**config.mk**
```make
export PLATFORM = sky130hd
export DESIGN_NAME = game_sequencer
export DESIGN_NICKNAME = d
export VERILOG_FILES = /design/src/rtl/game_sequencer.sv
export SDC_FILE = /design/constraint.sdc
export NUM_CORES = 1
export LEC_CHECK = 0
export CAP_MARGIN = 25
export CORE_MARGIN = 4
export CORE_UTILIZATION = 35
export CTS_CLUSTER_SIZE = 12
export DETAILED_ROUTE_END_ITERATION = 12
export DONT_BUFFER_PORTS = 1
export GPL_ROUTABILITY_DRIVEN = 1
export PLACE_DENSITY_LB_ADDON = 0.05
export RECOVER_POWER = 25
export SLEW_MARGIN = 20
export SYNTH_ARGS = -nofsm -noshare
export SYNTH_HDL_FRONTEND = slang
export SYNTH_SLANG_ARGS = --single-unit
```
**constraint.sdc**
```tcl
create_clock -name clk -period 2.25 [get_ports clk]
set_clock_uncertainty 0.1 [all_clocks]
set_input_delay 0.5625 -clock clk [delete_from_list [all_inputs] [get_ports clk]]
set_output_delay 0.5625 -clock clk [all_outputs]
set_load 0.03 [all_outputs]
```
**src/rtl/game_sequencer.sv**
```systemverilog
// rtl/game_sequencer.sv - dino game flow controller: button debounce, IDLE/RUN/OVER FSM, speed ramp
//
// Purpose:
//   Owns the IDLE / RUN / OVER game state. The raw button is synchronised and
//   debounced into a single-cycle press pulse. The datapath is paced on the
//   renderer's frame tick, and scroll speed ramps up while the game runs.
//
// Ports:
//   clk          in   system clock
//   rst_n        in   asynchronous active-low reset
//   btn1         in   raw asynchronous button, 1 = pressed
//   frame_tick   in   one-cycle pulse per rendered frame
//   collision    in   dino/obstacle overlap level, sampled on frame_tick
//   gameon       out  high while in RUN
//   restart      out  one-cycle pulse on every entry to RUN
//   jump_req     out  one-cycle pulse per accepted press in RUN
//   scroll_step  out  obstacle pixels moved per frame
//   state        out  00 IDLE, 01 RUN, 10 OVER

module game_sequencer #(
    parameter int DEBOUNCE_CYCLES      = 270000,
    parameter int FRAMES_PER_SPEEDUP   = 200,
    parameter int MAX_SPEED            = 8,
    parameter int GAMEOVER_HOLD_FRAMES = 90
) (
    input  logic       clk,
    input  logic       rst_n,
    input  logic       btn1,
    input  logic       frame_tick,
    input  logic       collision,
    output logic       gameon,
    output logic       restart,
    output logic       jump_req,
    output logic [3:0] scroll_step,
    output logic [1:0] state
);

    localparam int DW = (DEBOUNCE_CYCLES > 1) ? $clog2(DEBOUNCE_CYCLES) : 1;
    localparam int FW = (FRAMES_PER_SPEEDUP > 1) ? $clog2(FRAMES_PER_SPEEDUP) : 1;
    // hcnt must be able to hold the saturation value itself, not just values below it.
    localparam int HW = (GAMEOVER_HOLD_FRAMES > 0) ? $clog2(GAMEOVER_HOLD_FRAMES + 1) : 1;

    localparam logic [DW-1:0] DCNT_LAST = DW'(DEBOUNCE_CYCLES - 1);
    localparam logic [FW-1:0] FCNT_LAST = FW'(FRAMES_PER_SPEEDUP - 1);
    localparam logic [HW-1:0] HOLD_DONE = HW'(GAMEOVER_HOLD_FRAMES);
    localparam logic [3:0]    STEP_MAX  = 4'(MAX_SPEED);

    typedef enum logic [1:0] {
        ST_IDLE = 2'b00,
        ST_RUN  = 2'b01,
        ST_OVER = 2'b10
    } state_e;

    // ------------------------------------------------------------------
    // Two-flop synchroniser
    // ------------------------------------------------------------------
    logic sync1_q;
    logic s_q;

    always_ff @(posedge clk or negedge rst_n) begin
        if (!rst_n) begin
            sync1_q <= 1'b0;
            s_q     <= 1'b0;
        end else begin
            sync1_q <= btn1;
            s_q     <= sync1_q;
        end
    end

    // ------------------------------------------------------------------
    // Debounce: db follows s only after s has differed from it for
    // DEBOUNCE_CYCLES consecutive cycles. Any return to db restarts the count.
    // ------------------------------------------------------------------
    logic [DW-1:0] dcnt_q, dcnt_d;
    logic          db_q, db_d;
    logic          db_last_q;
    logic          press_q;

    always_comb begin
        dcnt_d = '0;
        db_d   = db_q;
        if (s_q != db_q) begin
            if (dcnt_q == DCNT_LAST) begin
                db_d   = s_q;
                dcnt_d = '0;
            end else begin
                dcnt_d = dcnt_q + 1'b1;
            end
        end
    end

    always_ff @(posedge clk or negedge rst_n) begin
        if (!rst_n) begin
            dcnt_q    <= '0;
            db_q      <= 1'b0;
            db_last_q <= 1'b0;
            press_q   <= 1'b0;
        end else begin
            dcnt_q    <= dcnt_d;
            db_q      <= db_d;
            db_last_q <= db_q;
            // Rising edge of the debounced level only; releases produce nothing.
            press_q   <= db_q & ~db_last_q;
        end
    end

    // ------------------------------------------------------------------
    // Game FSM with registered outputs
    // ------------------------------------------------------------------
    state_e        state_q;
    logic          gameon_q;
    logic          restart_q;
    logic          jump_q;
    logic [3:0]    step_q;
    logic [FW-1:0] fcnt_q;
    logic [HW-1:0] hcnt_q;

    always_ff @(posedge clk or negedge rst_n) begin
        if (!rst_n) begin
            state_q   <= ST_IDLE;
            gameon_q  <= 1'b0;
            restart_q <= 1'b0;
            jump_q    <= 1'b0;
            step_q    <= 4'd1;
            fcnt_q    <= '0;
            hcnt_q    <= '0;
        end else begin
            restart_q <= 1'b0;
            jump_q    <= 1'b0;
            case (state_q)
                ST_IDLE: begin
                    if (press_q) begin
                        state_q   <= ST_RUN;
                        gameon_q  <= 1'b1;
                        restart_q <= 1'b1;
                        step_q    <= 4'd1;
                        fcnt_q    <= '0;
                    end
                end
                ST_RUN: begin
                    if (frame_tick && collision) begin
                        // Collision wins over a same-cycle press: no jump is issued.
                        state_q  <= ST_OVER;
                        gameon_q <= 1'b0;
                        hcnt_q   <= '0;
                    end else begin
                        if (press_q) begin
                            jump_q <= 1'b1;
                        end
                        if (frame_tick) begin
                            if (fcnt_q == FCNT_LAST) begin
                                fcnt_q <= '0;
                                if (step_q < STEP_MAX) begin
                                    step_q <= step_q + 4'd1;
                                end
                            end else begin
                                fcnt_q <= fcnt_q + 1'b1;
                            end
                        end
                    end
                end
                ST_OVER: begin
                    if (press_q && (hcnt_q == HOLD_DONE)) begin
                        state_q   <= ST_RUN;
                        gameon_q  <= 1'b1;
                        restart_q <= 1'b1;
                        step_q    <= 4'd1;
                        fcnt_q    <= '0;
                    end else if (frame_tick && (hcnt_q != HOLD_DONE)) begin
                        // Presses during the hold-off are simply dropped, never queued.
                        hcnt_q <= hcnt_q + 1'b1;
                    end
                end
                default: begin
                    state_q  <= ST_IDLE;
                    gameon_q <= 1'b0;
                end
            endcase
        end
    end

    assign gameon      = gameon_q;
    assign restart     = restart_q;
    assign jump_req    = jump_q;
    assign scroll_step = step_q;
    assign state       = state_q;

endmodule

```
==> impl_metrics.env <==
export IMPL_worst_setup_path_start_kind="register"
export IMPL_power_total_uw=1599
export IMPL_ctsResizeCount=0
export IMPL_crit_path_dat_ns=2.17
export IMPL_outcome="finished, final reports clean"
export IMPL_placedCellCount=350
export IMPL_synthFlopType="dfrtp_1"
export IMPL_min_period_ns=2.027
export IMPL_max_freq_ghz=0.4932
export IMPL_power_per_cell_area_nw_per_um2=584.3
export IMPL_placeableCoreArea_sq_um=6794
export IMPL_gp_routability_congestion=0.7776
export IMPL_synth_mux_area_fraction_pct=2.156
export IMPL_ys_seq_elements=48
export IMPL_ys_warnings=0
export IMPL_count_of_final_max_slew_check_failures=0
export IMPL_totalNegativeSetupSlack_ns=0
export IMPL_grt_ovfl_total=0
export IMPL_worstPathMaxFanout=5
export IMPL_xor_xnor_share_of_the_synthesized_area_pct=5.390
export IMPL_worst_path_max_delay_cell="or4b_1"
export IMPL_max_cap_violations=0
export IMPL_worst_min_delay_path_category="in2reg"
export IMPL_layout_nets=273
export IMPL_viasPerCell=5.039
export IMPL_grt_max_degree=49
export IMPL_postRouteWirelength_mm=5.220
export IMPL_required_ns=2.39
export IMPL_floorplan_die_height_um=91.45
export IMPL_route_detailed_drc=0
export IMPL_clk_insertion_delay_late_ns=0.30
export IMPL_drtIter0Drc=38
export IMPL_grt_pass1_vias=1825
export IMPL_area_growth_pct=12.27
export IMPL_synthesis_nets=260
export IMPL_finalCritPeriodShare_pct=90.11
export IMPL_proportion_of_register_bits_with_asynchronous_set_or_reset_after_synthesis_pct=100.0
export IMPL_p_comb_share_pct=2.4
export IMPL_worstSetupPathType="reg2reg"
export IMPL_synth_compound_gate_area_share_pct=11.70
export IMPL_fp_dieW_um=91.45
export IMPL_max_vdd_ir_drop_uv=290.3
export IMPL_most_used_cells_in_the_layout_excluding_fill_and_tap_cells="dfrtp_1 (47), nor2_1 (28), nand2_1 (22)"
export IMPL_clk_pin_slew_worst_paths_ns=0.10
export IMPL_netlist_instances=250
export IMPL_timing_critical_path_cells="or4b_1 > o21ai_0 > a21boi_2 > a31o_2"
export IMPL_total_switching_power_uw=328.2
export IMPL_hold_path_cell_count=0
export IMPL_layout_drive_gt1_share_pct=10.98
export IMPL_antenna_violating_nets_remaining=0
export IMPL_ioPinCount=14
export IMPL_start_util_pct=35.87
export IMPL_netlist_top_cells_area="dfrtp_1 (48%), nor2_1 (4.3%), xnor2_1 (4.3%)"
export IMPL_main_combinational_cell_family_by_area_after_synthesis="simple AND/OR/NAND/NOR gates"
export IMPL_grt_setup_unrepaired="false"
export IMPL_synth_edff_count=0
export IMPL_grt_usage_pct=13.48
export IMPL_finish_stage_setup_viols=0
export IMPL_grt_pass1_wl_mm=9.073
export IMPL_synthSimpleGateAreaFrac_pct=26.85
export IMPL_p_sw_share_pct=20.53
export IMPL_end_kind="register"
export IMPL_die_area_sq_um=8363
export IMPL_worst_slew_margin_rel_pct=18.41
export IMPL_yosys_area_top_type="dfrtp_1"
export IMPL_p_int_uw=1271
export IMPL_synth_seq_area_share_pct=49.33
export IMPL_cts_root_cell="clkbuf_8"
export IMPL_clk_path_buf_depth=2
export IMPL_mostFrequentLayoutCell="dfrtp_1"
export IMPL_crit_buf_inv=0
export IMPL_std_cell_rows=30
export IMPL_antennaDiodeCount=0
export IMPL_final_core_utilization_pct=40.28
export IMPL_hpwl_mm=3.712
export IMPL_avgSynthCellArea_sq_um=9.749
export IMPL_final_hold_violation_count=0
export IMPL_synth_cell_type_count=48
export IMPL_crit_cells=4
export IMPL_length_of_the_first_detailed_routing_pass_in_iterations=4
export IMPL_tightest_slew_ns=1.224
export IMPL_initial_antenna_violation_count=0
export IMPL_wl_per_cell_um=14.50
export IMPL_share_clk_of_total_power_pct=43.0
export IMPL_stdcell_count=360
export IMPL_via_count=1814
export IMPL_slowest_delay_ns=0.57
export IMPL_tritoncts="built"
export IMPL_cts_max_level=2
export IMPL_cts_num_sinks=48
export IMPL_cellLeakagePower_uw=0.001160
export IMPL_port_buffers=0
export IMPL_power_frac_seq_pct=54.7
export IMPL_timing_reg2reg_worst_path_depth=4
export IMPL_post_synthesis_cell_area_sq_um=2437
export IMPL_largest_delay_contributor_family_on_the_critical_path="compound AO/OA/AOI/OAI gates"
export IMPL_synth_fa_ha_area_share_pct=2.567
export IMPL_synth_top_cell_area_share_pct=48.25
export IMPL_number_of_buffers_added_by_the_clock_tree_synthesis_step=5
path summary, 6_finish.rpt:
| check | from | to | slack [ns] |
|---|---|---|---|
| max in group asynchronous | rst_n | db_last_q | 0.36 |
| min | btn1 | sync1_q | 0.19 |
| min in group asynchronous | rst_n | fcnt_q[7] | 0.95 |
| max | fcnt_q[5] | scroll_step[0] | 0.22 |
| min reg2reg | sync1_q | s_q | 0.26 |
| max reg2reg | fcnt_q[5] | scroll_step[0] | 0.22 |
kinds of logic after synthesis:
family                   Yosys count
AND/OR/NAND/NOR                  121
adder cells (fa/ha/maj)            5
XOR/XNOR                          15
buffers and inverters             12
multiplexers                       5
flip-flops                        48
AO/OA/AOI/OAI                     44
power by group through the flow:
stage	Combinational [uW]	Sequential (uW)	Clock, uW
detailed placement	20.3	891	0
CTS	46.2	874	726
global placement	19.8	891	0
global route	46.1	875	757
finish	37.9	874	687
floorplan	14.9	890	0
per-stage QoR:
step | setup WS (ns) | cell area (sq um) | hold slack [ns]
final | 0.2226 | 2736 | 0.1869
after global routing | 0.05585 | 2736 | 0.1644
after CTS | 0.2213 | 2759 | 0.1697
after detailed placement | 0.2538 | 2595 | 0.1689
after global placement | 0.2797 | 2595 | 0.1684
after floorplan | 0.3473 | 2437 | 0.1669
registers in the layout, indices dropped and copies added (netlist names):
register,count
restart,1
fcnt_q,8
scroll_step,4
s_q,1
db_last_q,1
gameon,1
dcnt_q,19
jump_req,1
hcnt_q,7
sync1_q,1
press_q,1
state,2
db_q,1
per-layer routing:
layer,up-vias,track usage [%],routed length (um)
li1,926,-,-
met1,872,16.27,2454
met2,12,23.25,2560
met3,4,3.811,153
met4,0,3.894,51
met5,-,0,0
synthesized netlist by cell type (2+ instances only):
cell and count:
nor4_1 6, clkbuf_1 2, nand4_1 5, dfrtp_1 47, a22o_1 2, a21o_1 2, nand4bb_1 2, nor2b_1 4
xnor2_1 12, a31oi_1 8, or3_1 3, nand3_1 18, or2_2 3, and2_1 2, nand2b_1 3, mux2i_1 3
and3_1 3, nor2_1 28, inv_1 9, nand2_1 22, mux2_2 2, nor3b_1 2, a21oi_1 8, o21a_1 3
nor3_1 10, xor2_1 3, o21ai_0 12, ha_1 5, nor4b_1 2
final cells by class:
| cell class | count | area [sq um] |
|---|---|---|
| tap | 96 | 120.1 |
| sequential | 48 | 1202 |
| inverter | 9 | 33.78 |
| fill | 667 | 4058 |
| timing repair buffer | 9 | 67.56 |
| clock buffer | 7 | 96.34 |
| multi-input combinational | 190 | 1186 |
| clock inverter | 1 | 30.03 |
repair_timing:
item	CTS	global route
buffers inserted	0	0
endpoints found under the hold margin	48	0
hold buffers	2	0
(Power assumes the default switching activity.)
